`src/rtl/fp16_pkg.sv`:
```
// Shared FP16 format constants and divider FSM state encoding.
// Used by the FP16 divider; the multiplier is to be migrated onto the same constants.
package fp16_pkg;

    localparam int FP16_EXP_W  = 5;
    localparam int FP16_FRAC_W = 10;
    localparam logic [FP16_EXP_W-1:0] FP16_BIAS    = 5'd15;
    localparam logic [FP16_EXP_W-1:0] FP16_EXP_INF = 5'h1F;

    typedef enum logic [1:0] {
        IDLE,
        LOAD,
        DIV,
        NORM
    } fp16_div_state_e;

endpackage

```
`src/rtl/fp16_mant_divider.sv`:
```
// Restoring mantissa divider: one quotient bit per clock, 12 bits MSB first.
// done is high in the cycle whose closing edge shifts in the final quotient bit.
module fp16_mant_divider
    import fp16_pkg::*;
(
    input  logic                   clk,
    input  logic                   rst_n,
    input  logic                   start,
    input  logic [FP16_FRAC_W:0]   dividend,
    input  logic [FP16_FRAC_W:0]   divisor,
    output logic [FP16_FRAC_W+1:0] quot,
    output logic                   done
);

    logic [11:0] rem_q, rem_d;
    logic [10:0] dvs_q, dvs_d;
    logic [11:0] quot_q, quot_d;
    logic [3:0]  cnt_q, cnt_d;
    logic        run_q, run_d;
    logic [12:0] trial;

    always_comb begin
        trial  = {1'b0, rem_q} - {2'b00, dvs_q};
        rem_d  = rem_q;
        dvs_d  = dvs_q;
        quot_d = quot_q;
        cnt_d  = cnt_q;
        run_d  = run_q;
        if (start) begin
            rem_d  = {1'b0, dividend};
            dvs_d  = divisor;
            quot_d = '0;
            cnt_d  = 4'd11;
            run_d  = 1'b1;
        end else if (run_q) begin
            // R < 2D always holds, so a non-negative trial fits in 11 bits
            if (!trial[12]) begin
                quot_d = {quot_q[10:0], 1'b1};
                rem_d  = {trial[10:0], 1'b0};
            end else begin
                quot_d = {quot_q[10:0], 1'b0};
                rem_d  = {rem_q[10:0], 1'b0};
            end
            if (cnt_q == 4'd0) begin
                run_d = 1'b0;
            end else begin
                cnt_d = cnt_q - 4'd1;
            end
        end
    end

    always_ff @(posedge clk or negedge rst_n) begin
        if (!rst_n) begin
            cnt_q <= '0;
            run_q <= 1'b0;
        end else begin
            cnt_q <= cnt_d;
            run_q <= run_d;
        end
    end

    always_ff @(posedge clk) begin
        rem_q  <= rem_d;
        dvs_q  <= dvs_d;
        quot_q <= quot_d;
    end

    assign quot = quot_q;
    assign done = run_q && (cnt_q == 4'd0);

endmodule

```
`src/rtl/fp16_divide.sv`:
```
// Iterative FP16 divider (normals only, truncating): FSM, sign/exponent path,
// special-case flags and registered outputs around the mantissa divider.
module fp16_divide
    import fp16_pkg::*;
(
    input  logic        clk,
    input  logic        rst_n,
    input  logic [15:0] in_A,
    input  logic [15:0] in_B,
    input  logic        in_En,
    output logic [15:0] out_Out,
    output logic        out_Ready,
    output logic        out_Busy,
    output logic        out_DivZero
);

    fp16_div_state_e state_q, state_d;

    logic                  start;
    logic                  sign_q, sign_d;
    logic [FP16_EXP_W-1:0] exp_q, exp_d;
    logic                  b_zero_q, b_zero_d;
    logic                  a_zero_q, a_zero_d;
    logic [15:0]           out_q, out_d;
    logic                  dz_q, dz_d;
    logic                  ready_q, ready_d;
    logic                  busy_q, busy_d;
    logic [11:0]           quot;
    logic                  mant_done;

    assign start = (state_q == IDLE) && in_En;

    fp16_mant_divider u_mant (
        .clk      (clk),
        .rst_n    (rst_n),
        .start    (start),
        .dividend ({1'b1, in_A[FP16_FRAC_W-1:0]}),
        .divisor  ({1'b1, in_B[FP16_FRAC_W-1:0]}),
        .quot     (quot),
        .done     (mant_done)
    );

    always_comb begin
        state_d = state_q;
        unique case (state_q)
            IDLE:    if (in_En) state_d = LOAD;
            LOAD:    state_d = DIV;
            DIV:     if (mant_done) state_d = NORM;
            NORM:    state_d = IDLE;
            default: state_d = IDLE;
        endcase
    end

    always_comb begin
        sign_d   = sign_q;
        exp_d    = exp_q;
        b_zero_d = b_zero_q;
        a_zero_d = a_zero_q;
        if (start) begin
            sign_d   = in_A[15] ^ in_B[15];
            exp_d    = in_A[14:10] - in_B[14:10] + FP16_BIAS;
            b_zero_d = (in_B[14:0] == 15'h0000);
            a_zero_d = (in_A[14:10] == 5'h00);
        end
    end

    always_comb begin
        out_d   = out_q;
        dz_d    = dz_q;
        ready_d = 1'b0;
        if (state_q == NORM) begin
            ready_d = 1'b1;
            dz_d    = b_zero_q;
            // Divide-by-zero outranks a zero dividend
            if (b_zero_q) begin
                out_d = {sign_q, FP16_EXP_INF, {FP16_FRAC_W{1'b0}}};
            end else if (a_zero_q) begin
                out_d = {sign_q, 15'h0000};
            end else if (quot[11]) begin
                out_d = {sign_q, exp_q, quot[10:1]};
            end else begin
                out_d = {sign_q, exp_q - 5'd1, quot[9:0]};
            end
        end
        busy_d = (state_d != IDLE) || ready_d;
    end

    always_ff @(posedge clk or negedge rst_n) begin
        if (!rst_n) begin
            state_q <= IDLE;
            out_q   <= 16'h0000;
            dz_q    <= 1'b0;
            ready_q <= 1'b0;
            busy_q  <= 1'b0;
        end else begin
            state_q <= state_d;
            out_q   <= out_d;
            dz_q    <= dz_d;
            ready_q <= ready_d;
            busy_q  <= busy_d;
        end
    end

    always_ff @(posedge clk) begin
        sign_q   <= sign_d;
        exp_q    <= exp_d;
        b_zero_q <= b_zero_d;
        a_zero_q <= a_zero_d;
    end

    assign out_Out     = out_q;
    assign out_Ready   = ready_q;
    assign out_Busy    = busy_q;
    assign out_DivZero = dz_q;

endmodule

```
`config.mk`:
```
export PLATFORM = sky130hd
export DESIGN_NAME = fp16_divide
export DESIGN_NICKNAME = d
export VERILOG_FILES = /design/src/rtl/fp16_pkg.sv /design/src/rtl/fp16_mant_divider.sv /design/src/rtl/fp16_divide.sv
export SDC_FILE = /design/constraint.sdc
export NUM_CORES = 1
export LEC_CHECK = 0
export ABC_CLOCK_PERIOD_IN_PS = 2600
export CAP_MARGIN = 20
export CORE_MARGIN = 2
export CORE_UTILIZATION = 30
export DETAILED_ROUTE_END_ITERATION = 8
export SETUP_SLACK_MARGIN = 0.5
export SLEW_MARGIN = 20
export SYNTH_ARGS = -nofsm -noshare
export SYNTH_HDL_FRONTEND = slang
export SYNTH_SLANG_ARGS = --single-unit
export TNS_END_PERCENT = 1
```
`constraint.sdc`:
```
create_clock -name clk -period 2.6 [get_ports clk]
set_input_delay 0.39 -clock clk [delete_from_list [all_inputs] [get_ports clk]]
set_output_delay 0.39 -clock clk [all_outputs]
set_load 0.1 [all_outputs]
```
== Yosys cells after proc, flatten, opt, wreduce, memory -nomap -nowiden ==
Cells that the tools add are included.

* Add/sub/neg operators: 5
* Reductions and logical operators: 10
* Mux-type cells: 17
* Bitwise logic cells: 1
* Eq/ne operators: 4

{| class="wikitable"
|+ Operator list
! kind !! number
|-
| $mux 15 || 3
|-
| $mux 10 || 2
|-
| $logic_not 15->1 || 1
|-
| $sub 12x11->13 || 1
|-
| $mux 12 || 1
|-
| $mux 4 || 3
|-
| $pmux 2 s4 || 1
|-
| $add 5x4->5 const B || 1
|-
| $logic_not 5->1 || 1
|-
| $mux 1 || 5
|-
| $sub 5x1->5 const B || 1
|-
| $sub 5x5->5 || 1
|-
| $eq 2x2->1 const B || 2
|-
| $logic_not 4->1 || 1
|-
| $mux 2 || 2
|-
| $reduce_bool 2->1 || 2
|-
| $sub 4x1->4 const B || 1
|-
| $eq 2x1->1 const B || 1
|-
| $logic_and 1x1->1 || 2
|-
| $logic_not 2->1 || 1
|-
| $ne 2x2->1 const B || 1
|-
| $reduce_and 2->1 || 1
|-
| $logic_or 1x1->1 || 1
|-
| $xor 1x1->1 || 1
|}

* Logic and storage cells: 52
* Output and inout bits: 19
* Flip-flop bits (word level): 68

== Longest topological paths before layout ==
* Word-level depth: 6
* Gate-level depth with buffers: 10

== Hierarchy ==
From an unflattened synthesis, not the netlist that was laid out.

* Cell total of the unflattened synthesis: 356
* Area total of the unflattened synthesis: 3833.7 µm²

{| class="wikitable"
|+ Modules (own cells, without submodules)
! module !! times used !! seq. area each (µm²) !! cells each !! area an instance (µm²)
|-
| fp16_mant_divider || 1 || 1046.0 || 218 || 2290.9
|-
| fp16_divide || 1 || 765.7 || 138 || 1542.7
|}

== Worst setup path before layout ==
No wires, ideal clock.

* Path kind: register to register
* Start point: reg u_mant.dvs_q[0]
* End point: reg u_mant.rem_q[2] (data pin)
* Setup time: 260 ps
* Setup slack: 169 ps
* Period minus slack after synthesis: 2431 ps
* Required time: 2340 ps
* Buffers on the path: 1
* Data arrival time: 2172 ps
* Cell stages (with the launch flop): 10
* Path through: edfxtp_1 > ha_1 > fa_1 > nand2b_2 > a21oi_1 > nor3_1 > o211a_1 > buf_6 > mux2i_1 > mux2_2

* Longest elaborated chain between the ends: 4

{| class="wikitable"
|+ RTL lines
! item !! RTL line !! text
|-
| start, declared || fp16_mant_divider.sv:16 || <nowiki>logic [10:0] dvs_q, dvs_d;</nowiki>
|-
| start signal, assigned || fp16_mant_divider.sv:64 || <nowiki>dvs_q <= dvs_d;</nowiki>
|-
| $sub 12x11->13 || fp16_mant_divider.sv:23 || <nowiki>trial = {1'b0, rem_q} - {2'b00, dvs_q};</nowiki>
|-
| $mux 12 || fp16_mant_divider.sv:37 || <nowiki>if (!trial[12]) begin</nowiki>
|-
| $mux 10 || fp16_mant_divider.sv:35 || <nowiki>end else if (run_q) begin</nowiki>
|-
| $mux 10 || fp16_mant_divider.sv:29 || <nowiki>if (start) begin</nowiki>
|-
| via u_mant.rem_d[2] || fp16_mant_divider.sv:15 || <nowiki>logic [11:0] rem_q, rem_d;</nowiki>
|-
| end signal, assigned || fp16_mant_divider.sv:63 || <nowiki>rem_q <= rem_d;</nowiki>
|-
| end, declared || fp16_mant_divider.sv:15 ||
|}

The timed path passes the listed nets, and every way through them passes these cells. The select of a mux whose other input is x is not followed.
A chain may end at the register's enable or synchronous reset.

== Final worst setup path ==
* Start point: reg u_mant.rem_q[0]
* End point: reg u_mant.rem_q[4] (data pin)

* Longest elaborated chain between the ends: 4

{| class="wikitable"
|+ RTL lines
! item !! RTL line
|-
| $sub 12x11->13 || fp16_mant_divider.sv:23
|-
| $mux 12 || fp16_mant_divider.sv:37
|-
| $mux 10 || fp16_mant_divider.sv:35
|-
| $mux 10 || fp16_mant_divider.sv:29
|-
| via u_mant.rem_d[4] || fp16_mant_divider.sv:15
|}

The timed path passes the listed nets, and every way through them passes these cells. The select of a mux whose other input is x is not followed.

==> impl_metrics.csv <==
group,metric,value,unit
global_routing,track_usage,13.09,%
logic_synthesis,avgSynthCellArea,10.53,um2
logic_synthesis,synth.area.top_cells,"edfxtp_1, dfrtp_1, ha_1",
worst_setup_path,r2r-end,"u_mant.rem_q[4]",
drt,routed_wl,7971,um
worst_setup_path,cp.required,2680,ps
layout,area_growth,29.21,%
timing,setup_violations,0,
clock_tree,htreeDepth,3,
layout,layout_common_cells,"nor2_1, inv_1, clkdlybuf4s50_1, buf_4, edfxtp_1",
power_and_ir_drop,p_clk_share,19.7,%
timing,fmax,442.6,MHz
drt,drtIter0Drc,75,
global_routing,grt_pass1_wl,13200,um
drt,firstDrtPassIters,4,
floorplanning,dieWidth,113.6,um
layout,multi_input_area,1675,um2
drt,viasPerCell,4.755,
worst_setup_path,r2r_cells,9,
timing,drv_slew,0,
logic_synthesis,ys_seq_elements,68,
logic_synthesis,yosys.area.top_type_share,23.34,%
drt,ant_nets,0,
worst_setup_path,crit_path_top_delay_cell,"fa_2",
timing,setup_tns,0,ps
floorplanning,ioPinCount,54,
place,portBuffers,53,
floorplanning,initial_core_util,30.37,%
drt,vias,2663,
layout,layout_commonest_cell,"nor2_1",
power_and_ir_drop,p_comb_share,50.8,%
worst_setup_path,cp.arrival,2340,ps
logic_synthesis,synth_area,3602,um2
power_and_ir_drop,swShare,43.51,%
place,place_inst,540,
layout,drive_above_1_share,15.50,%
global_routing,gr-total-overflow,0,
timing,max_slew_margin,64.03,%
drt,drcViolationCount,0,
floorplanning,die_h,113.6,um
layout,n_antenna_cell,0,
power_and_ir_drop,seqPwrFrac,29.6,%
run_status,status,"finished, final reports clean",
clock_tree,cts_buffers,9,
worst_setup_path,criticalPathCategory,"reg -> reg",
clock_tree,cts_tree,"done",
power_and_ir_drop,p_int,3.562,mW
power_and_ir_drop,power_switching,2.743,mW
logic_synthesis,postSynthNetCount,403,
timing,worst_pin_slew,538.3,ps
clock_tree,clk_pin_slew_worst_paths,60,ps
worst_setup_path,crit_path_start_kind,"flip-flop",
layout,layout.cells.non_filler,560,
floorplanning,die_area,12900,um2
drt,wl_per_cell,14.23,um
floorplanning,core_area,11860,um2
logic_synthesis,synthCells,342,
worst_setup_path,r2r_slack,340,ps
logic_synthesis,synth_enable_flop_cells,28,
power_and_ir_drop,powerDensity,1354,nW/um2
clock_tree,cts_buffer_depth,2,
timing,period_share,86.90,%
global_routing,antenna_found_initial,0,
logic_synthesis,yosys_warnings,0,
flow_run,drv_cap,0,
worst_setup_path,end_kind,"flip-flop",
clock_tree,cts-root-buf,"clkbuf_16",
worst_setup_path,crit_buf_inv,1,
worst_setup_path,max_stage_delay,340,ps
clock_tree,clk_latency,330,ps
logic_synthesis,yosysSeqAreaShare,49.18,%
power_and_ir_drop,power_leakage,2.030,nW
clock_tree,holdBufCountCts,0,
logic_synthesis,synthFlopType,"edfxtp_1",
logic_synthesis,yosysTopAreaCell,"edfxtp_1",
timing,min_period,2259,ps
timing,rsz0062_at_grt,"yes",
global_routing,grt_max_degree,27,
hold_path,holdCritPathClass,"in -> async",
timing,finalHoldViolations,0,
clock_tree,cts.sink_count,68,
layout,layout.nets,469,
timing,fin_skew,8.972,ps
global_routing,first_global_vias,2692,
logic_synthesis,async_flop_share,38.24,%
worst_setup_path,path_cells,"inv_1 > ha_2 > fa_2 > nand2b_4 > a21oi_4 > nor3_2 > o211a_4 > and3_2 > a211o_1",
logic_synthesis,yosysUniqueCellTypes,52,
place,hpwl,5832,um
power_and_ir_drop,ir_drop,0.9384,mV
worst_setup_path,critPathMaxFanout,8,
worst_setup_path,r2r-start,"u_mant.rem_q[0]",
layout,register_area,1772,um2
place,gp_congestion,0.7723,
floorplanning,num_rows,40,
layout,fillers,1102,
worst_setup_path,critPathTopFamily,"compound AO/OA/AOI/OAI gates",
==> cells by family (layout without fill, tap and decap cells) <==
logic type / Yosys count / count (layout) / synth area share [%]
DFF: 68 / 68 / 49.18
buffers and inverters: 47 / 118 / 5.384
adders and majority gates: 26 / 26 / 9.448
muxes: 27 / 27 / 7.641
AOI/OAI and AO/OA: 60 / 60 / 10.94
xor gates and xnor gates: 17 / 17 / 4.134
and+or+nand+nor: 97 / 97 / 13.27
==> synth_stat cells, types with 2 or more instances <==
library cell and instances:
nor3_1 2, nand2_1 17, or3_1 4, buf_2 2, mux2i_1 23, nor3b_1 2
dfrtp_1 26, ha_1 24, clkbuf_1 6, edfxtp_1 28, a21oi_1 14, a31oi_1 4
o22ai_1 10, nor2b_1 3, o21ai_2 2, o211ai_1 4, buf_6 2, mux2_2 4
xnor2_1 14, dfxtp_1 14, nand3_1 3, fa_1 2, o21a_1 3, inv_1 35
nand2b_1 5, o21ai_0 9, xor2_1 3, a21o_1 3, nor4_1 5, nor2_1 45
nand3b_1 3
==> worst max path at each step <==
stage | startpoint | cells after the start | to
after floorplan | u_mant.dvs_q[0] | 9 | u_mant.rem_q[2]
after global placement | u_mant.rem_q[0] | 9 | u_mant.rem_q[4]
after detailed placement | u_mant.rem_q[0] | 9 | u_mant.rem_q[4]
after CTS | u_mant.rem_q[0] | 9 | u_mant.rem_q[4]
after global routing | u_mant.rem_q[0] | 9 | u_mant.rem_q[4]
final | u_mant.rem_q[0] | 9 | u_mant.rem_q[4]
==> worst register-to-register path: cells and delay by family (launching register included) <==
kind,cells,cell delay (ps)
compound gates,3,650
buf+inv,1,50
fa+ha+maj,2,530
flops,1,320
simple gates,3,450
==> through the flow <==
step                      cell area [um2]  setup slack (ps)  power, mW  util, %  hold WS, ps
after floorplan                      3628             372.5      4.288        -        94.41
after global placement               4304             215.6      4.924    36.29        462.9
after detailed placement             4304             168.7      4.988    36.29        470.2
after CTS                            4642             334.1      6.325    39.14        442.7
after global routing                 4654             244.8      6.708    39.24        460.8
final                                4654             340.6      6.304    39.24        439.0
==> registers in the layout, summed over array words and instances (netlist names), 2 cells and up <==
name,cells
exp_q,5
out_Out,16
state_q,2
u_mant.cnt_q,4
u_mant.dvs_q,10
u_mant.quot,12
u_mant.rem_q,12
==> per-layer routing <==
layer / vias up / share of wire (%) / track usage [%]
met5: - / 0 / 0
met4: 0 / 1.2 / 4.878
met3: 9 / 2.6 / 3.241
met2: 29 / 49 / 22.32
met1: 1299 / 48 / 16.09
li1: 1326 / - / -
==> area by class of cell <==
class	instances	area share, %
Clock inverter	2	0.2419
Tap cell	147	3.952
Multi-Input combinational cell	227	35.99
Inverter	36	2.903
Timing Repair Buffer	66	12.47
Clock buffer	14	6.371
Sequential cell	68	38.06
==> timing repair <==
item,in CTS,in global routing
endpoints found under the setup margin,11,11
resized for setup,2,2
buffers inserted,3,1
pin swaps,2,1
gates cloned,0,0
hold endpoints to repair,0,0
==> power by group through the flow <==
stage | sequential (mW) | combinational (mW) | clock [mW]
after CTS | 1.86 | 3.19 | 1.27
after global routing | 1.91 | 3.47 | 1.32
after global placement | 1.87 | 3.06 | 0
after floorplan | 2.59 | 1.69 | 0
after detailed placement | 1.88 | 3.11 | 0
final | 1.86 | 3.20 | 1.24
(Power assumes the default switching activity.)
